--- src/rtl/dac_spi_pkg.sv ---
// Shared types and constants for the DAC SPI sequencer.
// Frame layout: {cmd[3:0], data[15:0], 4'b0}, shifted MSB first.
package dac_spi_pkg;

  typedef enum logic [1:0] {
    IDLE,
    SHIFT,
    GAP
  } state_t;

  localparam int FRAME_W = 24;

  localparam logic [3:0] CMD_WR_INPUT  = 4'h1;
  localparam logic [3:0] CMD_UPDATE    = 4'h2;
  localparam logic [3:0] CMD_WR_UPDATE = 4'h3;
  localparam logic [3:0] CMD_CTRL      = 4'h4;

  function automatic logic [FRAME_W-1:0] make_frame(
    input logic [3:0]  cmd,
    input logic [15:0] data
  );
    return {cmd, data, 4'b0000};
  endfunction

endpackage

--- src/rtl/dac_spi_sequencer_arb.sv ---
// Two-way round-robin arbiter; last_grant=1 means B won last,
// so A wins the first tie after reset.
module rr_arb2 (
  input  logic       clk,
  input  logic       reset,
  input  logic [1:0] valid,
  input  logic       accept,
  output logic [1:0] grant
);

  logic last_q;

  always_comb begin
    grant    = 2'b00;
    grant[0] = valid[0] & (~valid[1] | last_q);
    grant[1] = valid[1] & (~valid[0] | ~last_q);
  end

  always_ff @(posedge clk) begin
    if (reset) begin
      last_q <= 1'b1;
    end else if (accept) begin
      last_q <= grant[1];
    end
  end

endmodule

--- src/rtl/dac_spi_sequencer.sv ---
// Arbitrates two command sources and serialises each granted
// command as a 24-bit frame on the DAC SYNC/SCLK/DIN pins.
module dac_spi_sequencer
  import dac_spi_pkg::*;
#(
  parameter int CLK_DIV  = 2,
  parameter int SYNC_GAP = 4,
  parameter int DATA_W   = 16
) (
  input  logic              clk,
  input  logic              reset,
  input  logic              req_a_valid,
  output logic              req_a_ready,
  input  logic [3:0]        req_a_cmd,
  input  logic [DATA_W-1:0] req_a_data,
  input  logic              req_b_valid,
  output logic              req_b_ready,
  input  logic [3:0]        req_b_cmd,
  input  logic [DATA_W-1:0] req_b_data,
  output logic              busy,
  output logic              done,
  output logic              done_src,
  output logic              dac_sync,
  output logic              dac_sclk,
  output logic              dac_din
);

  generate
    if (CLK_DIV < 1) begin : g_bad_div
      $error("CLK_DIV must be >= 1");
    end
    if (SYNC_GAP < 1) begin : g_bad_gap
      $error("SYNC_GAP must be >= 1");
    end
    if (DATA_W != 16) begin : g_bad_w
      $error("DATA_W is fixed at 16");
    end
  endgenerate

  localparam int HC_W = $clog2(CLK_DIV + 1);
  localparam int GC_W = $clog2(SYNC_GAP + 1);
  localparam logic [HC_W-1:0] HC_MAX = HC_W'(CLK_DIV - 1);
  localparam logic [GC_W-1:0] GC_MAX = GC_W'(SYNC_GAP - 1);
  localparam logic [4:0] BIT_LAST = 5'(FRAME_W - 1);

  state_t state_q, state_d;

  logic [FRAME_W-1:0] sr_q;
  logic [HC_W-1:0]    hc_q;
  logic [GC_W-1:0]    gc_q;
  logic [4:0]         bit_q;
  logic               sclk_q;
  logic               done_q;
  logic               src_q;
  logic               done_src_q;

  logic [1:0]  valid;
  logic [1:0]  grant;
  logic        idle;
  logic        accept;
  logic        half_end;
  logic        last_rise;
  logic        gap_end;
  logic [3:0]  cmd_sel;
  logic [15:0] data_sel;

  assign idle   = (state_q == IDLE);
  assign valid  = {req_b_valid, req_a_valid} & {2{idle}};
  assign accept = |grant;

  rr_arb2 u_arb (
    .clk    (clk),
    .reset  (reset),
    .valid  (valid),
    .accept (accept),
    .grant  (grant)
  );

  assign req_a_ready = grant[0];
  assign req_b_ready = grant[1];
  assign cmd_sel     = grant[1] ? req_b_cmd  : req_a_cmd;
  assign data_sel    = grant[1] ? req_b_data : req_a_data;

  always_ff @(posedge clk) begin
    if (reset) begin
      state_q <= IDLE;
    end else begin
      state_q <= state_d;
    end
  end

  always_comb begin
    state_d   = state_q;
    half_end  = 1'b0;
    last_rise = 1'b0;
    gap_end   = 1'b0;
    unique case (state_q)
      IDLE: begin
        if (accept) state_d = SHIFT;
      end
      SHIFT: begin
        half_end  = (hc_q == HC_MAX);
        // 24th low half ending: sclk rises and the frame closes
        last_rise = half_end & ~sclk_q & (bit_q == BIT_LAST);
        if (last_rise) state_d = GAP;
      end
      GAP: begin
        gap_end = (gc_q == GC_MAX);
        if (gap_end) state_d = IDLE;
      end
      default: state_d = IDLE;
    endcase
  end

  always_ff @(posedge clk) begin
    if (reset) begin
      sr_q       <= '0;
      hc_q       <= '0;
      gc_q       <= '0;
      bit_q      <= '0;
      sclk_q     <= 1'b1;
      done_q     <= 1'b0;
      src_q      <= 1'b0;
      done_src_q <= 1'b0;
    end else begin
      done_q <= gap_end;
      if (gap_end) done_src_q <= src_q;
      gc_q <= (state_q == GAP) ? gc_q + 1'b1 : '0;
      if (accept) begin
        sr_q   <= make_frame(cmd_sel, data_sel);
        src_q  <= grant[1];
        hc_q   <= '0;
        bit_q  <= '0;
        sclk_q <= 1'b1;
      end else if (state_q == SHIFT) begin
        hc_q <= half_end ? '0 : hc_q + 1'b1;
        if (half_end) begin
          sclk_q <= ~sclk_q;
          // din advances only on a rising edge
          if (~sclk_q & ~last_rise) begin
            sr_q  <= sr_q << 1;
            bit_q <= bit_q + 1'b1;
          end
        end
      end
    end
  end

  assign busy     = ~idle | done_q;
  assign done     = done_q;
  assign done_src = done_src_q;
  assign dac_sync = (state_q != SHIFT);
  assign dac_sclk = sclk_q;
  assign dac_din  = (state_q == SHIFT) & sr_q[FRAME_W-1];

endmodule

--- config.mk ---
export PLATFORM = sky130hd
export DESIGN_NAME = dac_spi_sequencer
export DESIGN_NICKNAME = d
export VERILOG_FILES = /design/src/rtl/dac_spi_pkg.sv /design/src/rtl/dac_spi_sequencer_arb.sv /design/src/rtl/dac_spi_sequencer.sv
export SDC_FILE = /design/constraint.sdc
export NUM_CORES = 1
export LEC_CHECK = 0
export CAP_MARGIN = 10
export CORE_MARGIN = 8
export CORE_UTILIZATION = 35
export DETAILED_ROUTE_END_ITERATION = 7
export GPL_TIMING_DRIVEN = 0
export SYNTH_ARGS = -nofsm -noshare
export SYNTH_HDL_FRONTEND = slang
export SYNTH_SLANG_ARGS = --single-unit
--- constraint.sdc ---
create_clock -name clk -period 4.25 [get_ports clk]
set_clock_uncertainty 0.05 [all_clocks]
set_input_delay 0.85 -clock clk [delete_from_list [all_inputs] [get_ports clk]]
set_output_delay 0.85 -clock clk [all_outputs]
set_load 0.01 [all_outputs]
==> impl_results.md <==
- Outcome: complete, no violations
- Fmax: a little under 0.3 GHz
- Power Dens Cells: 322 mW/mm^2
- Final Cell Area: around 0.0024 mm^2
- Overall routed net length: 4480 um
- CP Launch Type: input port
- Chip width: about 86 um
- Post-route ant nets: 0
- Final nets: 280
- RSZ-0062 raised after global routing: false
- Critical Path AT: 2.52 ns
- Fill cell count: 480
- Clock Latency Late Sink: 0.28 ns
- Peak VDD IR: approximately 0.00017 V
- Clock root cell: clkbuf_8
- Gr usage total: between 10 and 15%
- Most frequent cells in the layout: 50 x clkdlybuf4s50_1, 37 x dfxtp_1, 24 x a21oi_1, 22 x nand2_1, 18 x a222oi_1
- CTS HTree Levels: 2
- Area of placed instances: about 0.0023 mm^2
- First-pass DRT Iterations: 6
- Routability Congestion: roughly 0.77
- Clock Sink Count: 37
- Slew Viols, Final: 0
- Cts hold-fix bufs: 0
- Period utilization: about four fifths
- Final worst slack: 0.828 ns
- Synth cell types: 39
- Synthesized area per cell: ~9.7 um^2
- #FFs+latches synth: 37
- CP endpoint kind: output pin
- Initial antenna violation count: 0
- Top Ports: 52
- DP HPWL: between 3000 and 4000 um
- Critical path required time: 3.35 ns
- Setup tns final: 0 ns
- Cells after synthesis: about 180
- Starting Density: 36.1%
- P_int: between 0.0005 and 0.0006 W
- Critical path class: in2out
- CTS tree: yes
- Minimum clock period: around 3.4 ns
- Largest net degree at the start of global routing: 11
- First-pass GRT wire length: 7420 um
- Commonest non-fill, non-tap cell in the layout: clkdlybuf4s50_1
- Hold WS: ~0.37 ns
- Setup repair bufs after CTS: 0
- Total CTS buffers: 5
- Die area: between 0.007 and 0.008 mm^2
- Area occupied by multi-input gates: 850 um^2
- Net Sw Power: between 0.00015 and 0.0002 W
- Primary FF master, synth: dfxtp_1
- Post_cts resized: 0
- Post-synth EDFFs: 0
- Buffers on Ports: 50
- Sequential area share after synthesis: 43.5%
- Clock slew at reported path FFs: about 0.070 ns
- DR WL/cell: between 10 and 15 um
- Sequential cell area: 741 um^2
- Maximum capacitance violations: 0
- Worst-Margin Slew: ~0.51 ns
- Layout area overhead: 39.4%
- Clock share of power: between 30 and 40%
- Hold Path Class: reg2reg
- Endpoints failing hold: 0
- Fraction of layout cells with a size suffix above 1: around 9%
- Area of the mapped netlist: about 0.0017 mm^2
- Core Region: 0.00472 mm^2
- Comb power frac: between 10% and 20%
- Mapped Nets: roughly 220
- DRC: 0
- Number of DRC markers in iteration 0: approximately 140
- DR vias/cell: between 5 and 6
- Slew margin rel.: between 60% and 70%
- Standard-cell row count: 25
- Sw frac: approximately 25%
- Gr ovfl total: 0
- Final setup vio count: 0
- Yosys warnings: 0
- Number of diodes: 0
- Leakage power of the design: around 0.84 nW
- Via Count: approximately 1,500
- Die height: roughly 86 um
- Clock buffer depth: 2
- Post-Place Worst Slack: 0.802 ns
- Register share of total power: between 40% and 50%
- FFs w/ async S/R, synth: 0%
- Peak fanout along the critical path: 10
- Vias in the first global route: between 1,500 and 2,000
## worst max-delay path: stages
cell and delay, ns:
clkdlybuf4s50_1 0.51, a21boi_0 0.26, and2_4 0.21, buf_6 0.14, clkdlybuf4s50_1 0.55
## power by group through the flow
stage               clock [W]  sequential, W  combinational [W]
finish               0.000247       0.000380           0.000137
global route         0.000273       0.000383           0.000150
CTS                  0.000256       0.000380           0.000139
detailed placement          0       0.000388           0.000138
global placement            0       0.000388           0.000138
floorplan                   0       0.000384          0.0000742
## cell families after synthesis
| group | count (synthesis) | share of synthesized area [%] |
|---|---|---|
| flops | 37 | 43.5 |
| compound gates | 51 | 23.2 |
| buf+inv | 17 | 6.61 |
| simple gates | 62 | 21.2 |
| mux | 2 | 1.18 |
| fa+ha+maj | 3 | 2.20 |
| xor+xnor | 4 | 2.06 |
## sequential cells by signal, summed over array words and instances, names as in the netlist
| name | flops |
|---|---|
| done_src | 1 |
| src_q | 1 |
| bit_q | 5 |
| done | 1 |
| u_arb.last_q | 1 |
| sr_q | 20 |
| state_q | 2 |
| dac_sclk | 1 |
| hc_q | 2 |
| gc_q | 3 |
## synthesized netlist by cell type, types with 2 or more instances
cell type	count	share of area, %
xnor2_1	4	2.1
dfxtp_1	37	43
nor2_1	15	3.3
mux2i_1	2	1.2
nand3_1	2	0.59
and2_1	3	1.1
nand2b_1	3	1.1
a32o_1	2	1.2
buf_6	6	4.0
ha_1	3	2.2
a222oi_1	18	11
clkbuf_1	3	0.66
a211oi_1	2	0.88
nand2_1	22	4.8
inv_1	7	1.5
a21oi_1	24	7.1
## routing by layer
| metal | vias up | share of wire (%) | track usage [%] |
|---|---|---|---|
| met4 | 0 | 1.5 | 3.82 |
| met5 | - | 0 | 0 |
| met2 | 43 | 45 | 18.0 |
| met1 | 718 | 49 | 17.1 |
| li1 | 770 | - | - |
| met3 | 6 | 4.8 | 4.78 |
## per-stage QoR
| stage | utilization, % | instances | power [W] |
|---|---|---|---|
| 6_report | 50.3 | 300 | 0.000764 |
| 5_1_grt | 50.3 | 300 | 0.000806 |
| 4_1_cts | 50.3 | 300 | 0.000775 |
| 3_5_place_dp | 48.4 | 293 | 0.000527 |
| 3_3_place_gp | 48.4 | 293 | 0.000526 |
| 2_1_floorplan | - | 176 | 0.000458 |
## path summary, 6_finish.rpt
kind | startpoint | to | slack (ns) | cells past startpoint
max | req_b_valid | req_b_ready | 0.83 | 5
min | gc_q[0] | gc_q[0] | 0.37 | 1
max reg2reg | bit_q[0] | sr_q[16] | 2.49 | 6
min reg2reg | gc_q[0] | gc_q[0] | 0.37 | 1
## layout make-up
cell class              count  share of cell area [%]
plain buffers              10                    3.64
clock buffers               7                    3.64
inverters                   7                    1.11
multi-input cells         122                    35.8
flip-flops and latches     37                    31.2
well taps                  67                    3.53
repair buffers             50                    21.1
Note: power is estimated with default switching activity, not from simulation.
